<file path="src/rtl/ascon_perm_ctrl.sv">
// Round sequencer for the ASCON permutation: owns the 320-bit state and applies
// one round per clock, p^12 (rounds 0..11) or p^6 (rounds 6..11).
module ascon_perm_ctrl (
   input  logic             clock_i,
   input  logic             reset_i,
   input  logic             start_i,
   input  logic             mode_i,
   input  logic [0:4][63:0] state_i,
   output logic [0:4][63:0] state_o,
   output logic             busy_o,
   output logic             done_o,
   output logic [3:0]       round_o
);

   typedef enum logic [1:0] {IDLE, RUN, DONE} fsm_t;

   fsm_t             fsm;
   logic [0:4][63:0] state_q;
   logic [3:0]       round_q;

   // single-round permutation p: pin = state register, round = counter
   logic [0:4][63:0] pin, pout;
   logic [63:0]      rc;
   logic [63:0]      a0, a1, a2, a3, a4;
   logic [63:0]      b0, b1, b2, b3, b4;
   logic [63:0]      c0, c1, c2, c3, c4;

   function automatic logic [63:0] ror(input logic [63:0] v, input int unsigned n);
      return (v >> n) | (v << (64 - n));
   endfunction

   assign pin = state_q;
   assign rc  = {56'd0, ~round_q, round_q};

   // constant addition folded into the S-box input layer
   assign a0 = pin[0] ^ pin[4];
   assign a1 = pin[1];
   assign a2 = pin[2] ^ rc ^ pin[1];
   assign a3 = pin[3];
   assign a4 = pin[4] ^ pin[3];

   assign b0 = a0 ^ (~a1 & a2);
   assign b1 = a1 ^ (~a2 & a3);
   assign b2 = a2 ^ (~a3 & a4);
   assign b3 = a3 ^ (~a4 & a0);
   assign b4 = a4 ^ (~a0 & a1);

   assign c0 = b0 ^ b4;
   assign c1 = b1 ^ b0;
   assign c2 = ~b2;
   assign c3 = b3 ^ b2;
   assign c4 = b4;

   assign pout[0] = c0 ^ ror(c0, 19) ^ ror(c0, 28);
   assign pout[1] = c1 ^ ror(c1, 61) ^ ror(c1, 39);
   assign pout[2] = c2 ^ ror(c2, 1)  ^ ror(c2, 6);
   assign pout[3] = c3 ^ ror(c3, 10) ^ ror(c3, 17);
   assign pout[4] = c4 ^ ror(c4, 7)  ^ ror(c4, 41);

   always_ff @(posedge clock_i) begin
      if (reset_i) begin
         fsm     <= IDLE;
         round_q <= '0;
         state_q <= '0;
         busy_o  <= 1'b0;
         done_o  <= 1'b0;
      end else begin
         case (fsm)
            IDLE, DONE: begin
               done_o <= 1'b0;
               if (start_i) begin
                  state_q <= state_i;
                  round_q <= mode_i ? 4'd6 : 4'd0;
                  fsm     <= RUN;
                  busy_o  <= 1'b1;
               end else begin
                  fsm    <= IDLE;
                  busy_o <= 1'b0;
               end
            end
            RUN: begin
               if (round_q > 4'd11) begin
                  fsm    <= IDLE;
                  busy_o <= 1'b0;
                  done_o <= 1'b0;
               end else begin
                  state_q <= pout;
                  if (round_q == 4'd11) begin
                     fsm    <= DONE;
                     busy_o <= 1'b0;
                     done_o <= 1'b1;
                  end else begin
                     round_q <= round_q + 4'd1;
                  end
               end
            end
            default: begin
               fsm    <= IDLE;
               busy_o <= 1'b0;
               done_o <= 1'b0;
            end
         endcase
      end
   end

   assign state_o = state_q;
   assign round_o = round_q;

endmodule

</file>
<file path="config.mk">
export PLATFORM = sky130hd
export DESIGN_NAME = ascon_perm_ctrl
export DESIGN_NICKNAME = d
export VERILOG_FILES = /design/src/rtl/ascon_perm_ctrl.sv
export SDC_FILE = /design/constraint.sdc
export NUM_CORES = 2
export LEC_CHECK = 0
export CAP_MARGIN = 20
export CORE_MARGIN = 2
export CORE_UTILIZATION = 40
export CTS_CLUSTER_SIZE = 14
export DETAILED_ROUTE_END_ITERATION = 12
export PLACE_DENSITY = 0.68
export SLEW_MARGIN = 40
export SYNTH_ARGS = -nofsm -noshare
export SYNTH_HDL_FRONTEND = slang
export SYNTH_SLANG_ARGS = --single-unit
</file>
<file path="constraint.sdc">
create_clock -name clock_i -period 6.1 [get_ports clock_i]
set_input_delay 1.22 -clock clock_i [delete_from_list [all_inputs] [get_ports clock_i]]
set_output_delay 1.22 -clock clock_i [all_outputs]
set_load 0.005 [all_outputs]
</file>
==> results.json <==
{
  "holdCritPathClass": "reg2reg",
  "cts_made_buffers": 43,
  "clk_pin_slew_ns": 0.06,
  "grtUsageTotal_pct": 39.6,
  "dr.pass1.iters": 6,
  "gp_congestion": 1.05,
  "finalSetupViolations": 0,
  "yosysSeqAreaShare_pct": 22.0,
  "grt_pass1_wl_um": 216000,
  "worst_slew_pin_slew_ns": 0.977,
  "htreeDepth": 2,
  "slowest_stage": "clkdlybuf4s50_1",
  "antenna_found_initial": 3,
  "fin_nets": 4606,
  "final_common_cell": "clkdlybuf4s50_1",
  "power_leakage_nw": 15.2,
  "cap_violations": 0,
  "period_share_pct": 51.6,
  "crit_arrival_ns": 1.93,
  "ant_nets": 0,
  "cp_max_fo": 4,
  "cts.root.buffer_cell": "clkbuf_16",
  "gr-total-overflow": 0,
  "ys_ff_latch": 328,
  "fin_tns_setup_ns": 0,
  "hold_viol": 0,
  "drt_wl_total_um": 158000,
  "outcome": "complete, no violations",
  "avgSynthCellArea_sq_um": 8.29,
  "grt_max_degree": 214,
  "p_total_w": 0.0311,
  "maxSlewHeadroom_pct": 34.6,
  "worstSetupPathType": "reg2out",
  "max_stage_delay_ns": 0.67,
  "ys_warn_count": 0,
  "initial_utilization_pct": 40.3,
  "crit_family": "buffers and inverters",
  "vdd_ir_drop_max_mv": 0.310,
  "worstPathRequired_ns": 4.88,
  "cts_tree": "done",
  "die_area_sq_mm": 0.0770,
  "wl_per_cell_um": 30.7,
  "die_w_um": 277,
  "syn_area_sq_mm": 0.0299,
  "worstSkewPairLatency_ns": 0.61,
  "row_count": 100,
  "vias_per_cell": 5.94,
  "slew_violations": 0,
  "yosysUniqueCellTypes": 39,
  "synth_nets": 4059,
  "portBuffers": 649,
  "ios": 650,
  "fp.coreArea_sq_mm": 0.0742,
  "finalClockSkew_ns": 0.0271,
  "cp_cell_sequence": "clkdlybuf4s50_1",
  "drive_above_1_share_pct": 8.53,
  "clock_sinks": 328,
  "grt_pass1_vias": 28400,
  "area_delta_synth_final_pct": 31.8,
  "path_buf_inv": 1,
  "die_h_um": 277,
  "ctsHoldBuffers": 0,
  "startpoint_type": "flop",
  "final_cell_mix": "648 x clkdlybuf4s50_1, 468 x xnor2_1, 328 x dfxtp_1, 317 x nor2_1, 305 x xor2_1",
  "cts_setup_buffers": 0,
  "finalCriticalPeriod_ns": 3.15,
  "cellPowerDensity_mw_per_mm2": 790,
  "rsz0062_at_grt": "no",
  "fillers": 7021,
  "initialDrtViolationCount": 4022,
  "max_freq_mhz": 318,
  "syn_inst": 3606,
  "cts_resized": 0,
  "worst_setup_path_end_kind": "output port",
  "drc": 0,
  "hpwl_um": 128000,
  "clockBufferDepth": 3,
  "vias": 30600
}
## cell usage after synthesis
master / instances / area [sq um]
a211oi_1: 64 / 480
a21o_1: 1 / 7.51
a21oi_1: 166 / 831
a31oi_1: 45 / 282
a41oi_1: 129 / 1130
and2_1: 1 / 6.26
and3_1: 19 / 119
and4_1: 45 / 394
buf_1: 12 / 45.0
buf_2: 31 / 155
clkbuf_1: 157 / 589
dfxtp_1: 328 / 6570
ha_1: 129 / 1610
inv_1: 190 / 713
maj3_1: 32 / 320
maj3_2: 29 / 327
mux2i_1: 27 / 270
nand2_1: 298 / 1120
nand2_2: 1 / 6.26
nand2b_1: 2 / 12.5
nand3_1: 129 / 646
nor2_1: 317 / 1190
nor2_2: 10 / 62.6
nor2_4: 1 / 11.3
nor2b_1: 2 / 12.5
nor3_1: 2 / 10.0
nor3b_1: 1 / 7.51
nor4_1: 1 / 6.26
o21a_1: 1 / 7.51
o21ai_0: 230 / 1150
o21ai_1: 37 / 185
o22ai_1: 19 / 119
or3_1: 128 / 801
xnor2_1: 532 / 4660
xnor2_2: 85 / 1380
xnor2_4: 1 / 27.5
xnor3_1: 64 / 1440
xor2_1: 310 / 2720
xor2_2: 30 / 488
## registers in the layout, summed over array words and instances, names as in the netlist
register,flops
round_o,4
fsm,2
done_o,1
state_o,192
a1,64
a3,64
busy_o,1
## final timing paths
check | start | to | slack [ns] | cells past startpoint
worst max-delay path | a1[29] | state_o[221] | 2.95 | 1
worst min-delay path | busy_o | busy_o | 0.51 | 1
worst max register to register | round_o[2] | a3[6] | 3.02 | 7
worst min register to register | busy_o | busy_o | 0.51 | 1
## power by group
group / total [W] / leakage (nW) / switching, W / internal (W)
Combinational: 0.0247 / 11.8 / 0.0147 / 0.00994
Sequential: 0.00371 / 2.72 / 0.00103 / 0.00268
Clock: 0.00276 / 0.729 / 0.00115 / 0.00161
Total: 0.0311 / 15.2 / 0.0169 / 0.0142
## cell type report
| class | count | area [sq um] | area share, % |
|---|---|---|---|
| Tap cell | 969 | 1210 | 3.08 |
| Timing Repair Buffer | 702 | 7040 | 17.9 |
| Clock buffer | 63 | 1310 | 3.33 |
| Sequential cell | 328 | 6570 | 16.7 |
| Multi-Input combinational cell | 2888 | 22400 | 56.9 |
| Antenna cell | 1 | 2.50 | 0.00635 |
| Clock inverter | 13 | 140 | 0.356 |
| Inverter | 190 | 718 | 1.82 |
## logic make-up after synthesis
family / Yosys count / synth area share (%)
compound gates: 692 / 14.0
xor+xnor: 1022 / 35.8
fa+ha+maj: 190 / 7.56
buf+inv: 390 / 5.02
flops: 328 / 22.0
mux: 27 / 0.904
simple gates: 957 / 14.7
## stage by stage
| stage | instances | hold WS, ns | worst slack (ns) | instance area [sq um] | util [%] |
|---|---|---|---|---|---|
| after floorplan | 3606 | 0.460 | 3.58 | 29900 | - |
| final | 5154 | 0.506 | 2.95 | 39400 | 53.1 |
| after global routing | 5153 | 0.519 | 2.92 | 39400 | 53.1 |
| after CTS | 5151 | 0.503 | 2.97 | 39300 | 53.0 |
| after detailed placement | 5075 | 0.488 | 2.45 | 37800 | 51.0 |
| after global placement | 5072 | 0.464 | 2.50 | 37300 | 50.3 |
## metal layers
metal	vias up	track usage [%]	share of wire (%)
met1	14800	49.4	38
met5	-	0	0
met2	2019	61.1	43
li1	13400	-	-
met3	435	9.90	12
met4	0	24.6	7.5
No activity file was read; power rests on OpenSTA's default activity.
